===== src/rtl/wb_xform_pkg.sv =====
// wb_xform_pkg: transform mode encodings and register index map shared by the
// register bank and its per-channel transform units.
package wb_xform_pkg;
    typedef enum logic [1:0] {MODE_PASS, MODE_INVERT, MODE_INCR, MODE_BSWAP} mode_t;
    localparam logic [5:0] IDX_IN_BASE  = 6'd0;
    localparam logic [5:0] IDX_OUT_BASE = 6'd16;
    localparam logic [5:0] IDX_CTRL     = 6'd60;
    localparam logic [5:0] IDX_STATUS   = 6'd61;
    localparam logic [5:0] IDX_MASK     = 6'd62;
endpackage


===== src/rtl/wb_xform_unit.sv =====
// wb_xform_unit: two-stage transform pipe; stage 1 captures data and mode at
// launch, stage 2 holds the transformed result alongside its done pulse.
module wb_xform_unit import wb_xform_pkg::*; #(
    parameter int DATA_W = 32
) (
    input  logic              clk,
    input  logic              rst,
    input  logic              launch,
    input  mode_t             mode,
    input  logic [DATA_W-1:0] data,
    output logic              done,
    output logic [DATA_W-1:0] result
);
    logic v1;
    mode_t m1;
    logic [DATA_W-1:0] d1, x;
    always_comb begin
        x = m1 == MODE_INVERT ? ~d1 : m1 == MODE_INCR ? d1 + DATA_W'(1) : d1;
        if (m1 == MODE_BSWAP)
            for (int b = 0; b < DATA_W / 8; b++) x[8*b +: 8] = d1[DATA_W-8-8*b +: 8];
    end
    always_ff @(posedge clk or posedge rst) begin
        if (rst) begin
            v1 <= 1'b0;
            m1 <= MODE_PASS;
            d1 <= '0;
            done <= 1'b0;
            result <= '0;
        end else begin
            v1 <= launch;
            if (launch) begin
                m1 <= mode;
                d1 <= data;
            end
            done <= v1;
            if (v1) result <= x;
        end
    end
endmodule


===== src/rtl/wb_xform_regbank.sv =====
// wb_xform_regbank: Wishbone register bank of NUM_CH input/derived-output pairs.
// Define WB_XFORM_IRQ_EN to implement MASK and the channel-done interrupt.
module wb_xform_regbank import wb_xform_pkg::*; #(
    parameter int DATA_W   = 32,
    parameter int NUM_CH   = 4,
    parameter int BASE_NIB = 3
) (
    input  logic        wb_clk_i,
    input  logic        wb_rst_i,
    input  logic        wbs_stb_i,
    input  logic        wbs_cyc_i,
    input  logic        wbs_we_i,
    input  logic [3:0]  wbs_sel_i,
    input  logic [31:0] wbs_dat_i,
    input  logic [31:0] wbs_adr_i,
    output logic        wbs_ack_o,
    output logic [31:0] wbs_dat_o,
    output logic [2:0]  irq
);
    localparam int NB = DATA_W / 8;
    logic sel, acc, wr;
    logic [5:0] idx;
    logic [31:0] rdata;
    logic [NUM_CH-1:0][DATA_W-1:0] in_r, out_r, merged, res;
    logic [NUM_CH-1:0] launch, done, status;
    logic [2*NUM_CH-1:0] ctrl;
    logic unused_ok;
    assign sel = wbs_cyc_i & wbs_stb_i & (wbs_adr_i[31:28] == 4'(BASE_NIB));
    assign acc = sel & ~wbs_ack_o;
    assign wr = acc & wbs_we_i;
    assign idx = wbs_adr_i[7:2];
    assign unused_ok = ^{wbs_adr_i[27:8], wbs_adr_i[1:0], wbs_dat_i, wbs_sel_i};
`ifdef WB_XFORM_IRQ_EN
    logic [NUM_CH-1:0] mask;
    logic irq_r;
    assign irq = {2'b00, irq_r};
`else
    assign irq = 3'b000;
`endif
    always_comb begin
        merged = in_r;
        launch = '0;
        rdata = '0;
        for (int i = 0; i < NUM_CH; i++) begin
            for (int b = 0; b < NB; b++)
                merged[i][8*b +: 8] = wbs_sel_i[b] ? wbs_dat_i[8*b +: 8] : in_r[i][8*b +: 8];
            launch[i] = wr && idx == IDX_IN_BASE + 6'(i);
            if (idx == IDX_IN_BASE + 6'(i)) rdata = 32'(in_r[i]);
            if (idx == IDX_OUT_BASE + 6'(i)) rdata = 32'(out_r[i]);
        end
        if (idx == IDX_CTRL) rdata = 32'(ctrl);
        if (idx == IDX_STATUS) rdata = 32'(status);
`ifdef WB_XFORM_IRQ_EN
        if (idx == IDX_MASK) rdata = 32'(mask);
`endif
    end
    for (genvar g = 0; g < NUM_CH; g++) begin : g_ch
        wb_xform_unit #(.DATA_W(DATA_W)) u_unit (
            .clk(wb_clk_i),
            .rst(wb_rst_i),
            .launch(launch[g]),
            .mode(mode_t'(ctrl[2*g +: 2])),
            .data(merged[g]),
            .done(done[g]),
            .result(res[g])
        );
    end
    always_ff @(posedge wb_clk_i or posedge wb_rst_i) begin
        if (wb_rst_i) begin
            wbs_ack_o <= 1'b0;
            wbs_dat_o <= '0;
            in_r <= '0;
            out_r <= '0;
            ctrl <= '0;
            status <= '0;
`ifdef WB_XFORM_IRQ_EN
            mask <= '0;
            irq_r <= 1'b0;
`endif
        end else begin
            wbs_ack_o <= acc;
            wbs_dat_o <= acc ? rdata : '0;
            for (int i = 0; i < NUM_CH; i++) begin
                if (launch[i]) in_r[i] <= merged[i];
                if (done[i]) out_r[i] <= res[i];
            end
            if (wr && idx == IDX_CTRL) ctrl <= wbs_dat_i[2*NUM_CH-1:0];
            // a done arriving with a W1C of the same bit keeps the bit set
            status <= (status & ~((wr && idx == IDX_STATUS) ? wbs_dat_i[NUM_CH-1:0] : '0)) | done;
`ifdef WB_XFORM_IRQ_EN
            if (wr && idx == IDX_MASK) mask <= wbs_dat_i[NUM_CH-1:0];
            irq_r <= |(status & mask);
`endif
        end
    end
endmodule


===== config.mk =====
export PLATFORM = sky130hd
export DESIGN_NAME = wb_xform_regbank
export DESIGN_NICKNAME = d
export VERILOG_FILES = /design/src/rtl/wb_xform_pkg.sv /design/src/rtl/wb_xform_unit.sv /design/src/rtl/wb_xform_regbank.sv
export SDC_FILE = /design/constraint.sdc
export NUM_CORES = 1
export LEC_CHECK = 0
export ABC_AREA = 1
export CAP_MARGIN = 0
export CORE_MARGIN = 2
export CORE_UTILIZATION = 50
export CTS_BUF_LIST = sky130_fd_sc_hd__clkbuf_8
export CTS_CLUSTER_DIAMETER = 100
export DETAILED_ROUTE_END_ITERATION = 6
export HOLD_SLACK_MARGIN = 0.15
export MAX_ROUTING_LAYER = met4
export PLACE_DENSITY = 0.65
export SLEW_MARGIN = 20
export SYNTH_ARGS = -nofsm -noshare
export SYNTH_HDL_FRONTEND = slang
export SYNTH_SLANG_ARGS = --single-unit

===== constraint.sdc =====
create_clock -name wb_clk_i -period 34.3 [get_ports wb_clk_i]
set_input_delay 6.86 -clock wb_clk_i [delete_from_list [all_inputs] [get_ports wb_clk_i]]
set_output_delay 6.86 -clock wb_clk_i [all_outputs]
set_load 0.02 [all_outputs]

==> flow_summary.yaml <==
final_layout:
  seqCellArea_um2: 11100
  antenna_cells: 0
  final_cells: 3720
  final_nets: 3137
  drive_gt1_share_pct: 7.18
  multi_input_area_um2: 9900
  area.growth.synth_to_final_pct: 12.2
  fin_area_um2: 25700
  fillers: 4334
placed_design:
  port-buffer-count: 83
  dpl.cell_count: 3580
  dp_hpwl_um: 56300
  dpl_cell_area_um2: 24100
  gp_congestion: 0.990
critical_path:
  reg2reg_from: "g_ch[2].u_unit.d1[0]$_DFFE_PP0P_"
  cp.arrival_ps: 10550
  r2r-end: "g_ch[2].u_unit.result[28]$_DFFE_PP0P_"
  reg2reg_setup_slack_ps: 31410
  r2r_cells: 10
  endpoint_kind: "async pin"
  startpoint_type: "input pin"
  critical_path_class: "in2async"
  crit_fanout: 94
  required_ps: 34980
routing:
  drt_drc_violations_left: 1
  drt_wl_total_um: 79400
  dr.pass1.iters: 7
  viasPerCell: 5.77
  routed-via-count: 21500
  drt_iter0_drc: 2484
  wl_per_cell_um: 21.3
  ant_nets: 0
logic_synthesis:
  yosys_warnings: 0
  syn_area_per_cell_um2: 7.59
  synth.distinct_cells: 43
  syn_area_um2: 22900
  netlist.area_leader.share_pct: 48.6
  syn_inst: 3017
  synth_seq_cells: 445
  yosysMostFrequentCell: "nand2_1"
  synth_area_leaders: "dfrtp_1 (49%), nand2_1 (15%), o21ai_0 (8.3%), inv_1 (5.2%), nor2_1 (3.3%)"
  synth_edf_count: 0
  ys_async_sr_fraction_pct: 100
  yosysTopAreaCell: "dfrtp_1"
  synthTopCellsByCount: "nand2_1 (906), dfrtp_1 (445), o21ai_0 (378), inv_1 (318), nor2_1 (202)"
  synth_ff_type: "dfrtp_1"
  ys_seq_area_share_pct: 48.6
min_path:
  min_from: "out_r[57]$_DFFE_PP0P_"
  holdCritPathClass: "reg2reg"
  hold_depth: 2
  holdPathEnd: "out_r[57]$_DFFE_PP0P_"
grt:
  grt_pass1_wl_um: 122000
  grtUsageTotal_pct: 35.0
  met3_usage_pct: 7.49
  grt_pass1_vias: 20100
  top_usage_layer: "met1"
  grt_max_degree: 95
  met1_usage_pct: 50.6
  grt_overflow: 0
  met2_usage_pct: 48.5
  antenna_found_initial: 0
floorplanning:
  initial_core_util_pct: 50.6
  num_rows: 78
  core-area_um2: 45300
  dieHeight_um: 218
  io-pin-count: 109
  fp.dieW_um: 218
  die_area_um2: 47500
outcome:
  violations: "design-rule violations"
  outcome: "finished with violations"
sta:
  worst_slew_pin_slew_ps: 1050
  skew_ps: 31.9
  finalCritPeriodShare_pct: 28.8
  fmax_ghz: 0.101
  finalHoldViolCount: 0
  period_minus_slack_ps: 9870
  setup_violations: 0
  relSlewSlack_pct: 30.2
  rsz0062_at_grt: "no"
  setup-tns-final_ps: 0
  drv_slew: 0
cts:
  path_clk_slew_ps: 50
  clockBufferDepth: 3
  htreeDepth: 3
  clk_latency_ps: 680
  clock_sinks: 445
  cts-root-buf: "clkbuf_8"
  cts_buffers: 78
  cts_hold_buf: 0
  cts_resized: 0
  post_cts_buffers: 0
  cts_tree: "done"
power:
  leakagePower_nw: 12.0
  vdd_drop_max_v: 0.0000354
  power.density_nw_per_um2: 41.5
flow_run:
  maxCapViolCount: 0
-- state kept, by name, indices dropped and copies added, names as in the netlist --
register / cells
g_ch.u_unit.m1: 8
out_r: 128
g_ch.u_unit.result: 128
wbs_ack_o: 1
ctrl: 8
status: 4
g_ch.u_unit.v1: 4
wbs_dat_o: 32
g_ch.u_unit.d1: 128
g_ch.u_unit.done: 4
-- stage by stage --
| step | setup slack, ps | hold slack, ps | power (mW) | utilization (%) |
|---|---|---|---|---|
| final | 24430 | 465 | 1.07 | 56.7 |
| after global routing | 23900 | 489 | 1.10 | 56.7 |
| after CTS | 24330 | 467 | 1.07 | 56.7 |
| after detailed placement | 23600 | 453 | 0.576 | 53.2 |
| after global placement | 23690 | 446 | 0.575 | 53.2 |
| after floorplan | 15040 | 352 | 0.557 | - |
-- worst max-delay path, stage by stage --
cell             delay, ps
clkdlybuf4s50_1        490
inv_8                  500
buf_4                  830
buf_4                  830
buf_4                  810
-- how the worst max path moves through the flow --
stage	start	end	slack, ps	cells after the start
floorplan	wb_rst_i	ctrl[0]$_DFFE_PP0P_	15040	1
global placement	wb_rst_i	g_ch[0].u_unit.result[17]$_DFFE_PP0P_	23690	5
detailed placement	wb_rst_i	g_ch[0].u_unit.result[12]$_DFFE_PP0P_	23600	5
CTS	wb_rst_i	out_r[11]$_DFFE_PP0P_	24330	5
global route	wb_rst_i	g_ch[1].u_unit.d1[23]$_DFFE_PP0P_	23900	5
finish	wb_rst_i	g_ch[1].u_unit.d1[8]$_DFFE_PP0P_	24430	5
-- kinds of logic (layout without fill, tap and decap cells) --
kind of cell               after synthesis  count (layout)  synth area share, %
xor gates and xnor gates                 3               3                0.115
other                                    1               3               0.0164
DFF                                    445             445                 48.6
adders and majority gates                4               4                0.219
buffers and inverters                  483             584                 8.23
and+or+nand+nor                       1373            1373                 24.9
AOI/OAI and AO/OA                      708             708                 17.8
-- where the power goes --
part	leakage, nW	internal, mW	switching [mW]
Sequential	6.14	0.527	0.00177
Combinational	4.95	0.00960	0.0281
Clock	0.917	0.271	0.228
Total	12.0	0.808	0.258
-- layout by cell type (no fill, tap or decap), types with 6 or more instances in the layout --
cell / instances
nand2_1: 906
dfrtp_1: 445
o21ai_0: 378
inv_1: 347
nor2_1: 198
nand3_1: 131
a21oi_1: 123
clkbuf_8: 98
clkdlybuf4s50_1: 83
nand4_1: 59
a31oi_1: 44
o211ai_1: 33
o21ai_2: 32
buf_4: 32
o2111ai_1: 27
o22ai_1: 26
nor3_1: 24
or2_2: 19
o221ai_1: 16
a41oi_1: 11
nand3b_1: 11
a22oi_1: 10
nand2_2: 8
clkinv_1: 6
clkinv_2: 6
-- final cells by class --
class                           count  share of cell area [%]
Sequential cell                   445                    43.4
Timing Repair Buffer              115                    4.17
Inverter                          329                    4.84
Tap cell                          600                    2.92
Clock inverter                     42                   0.906
Multi-Input combinational cell   2091                    38.5
Clock buffer                       98                    5.25
-- per-layer routing --
| metal | vias to the layer above | part of all wire [%] | wire length (um) |
|---|---|---|---|
| met3 | 146 | 9.1 | 7210 |
| met2 | 970 | 42 | 33700 |
| li1 | 10000 | - | - |
| met5 | - | 0 | 0 |
| met4 | 0 | 3.5 | 2800 |
| met1 | 10300 | 45 | 35700 |
Power figures use the tool's default switching activity.
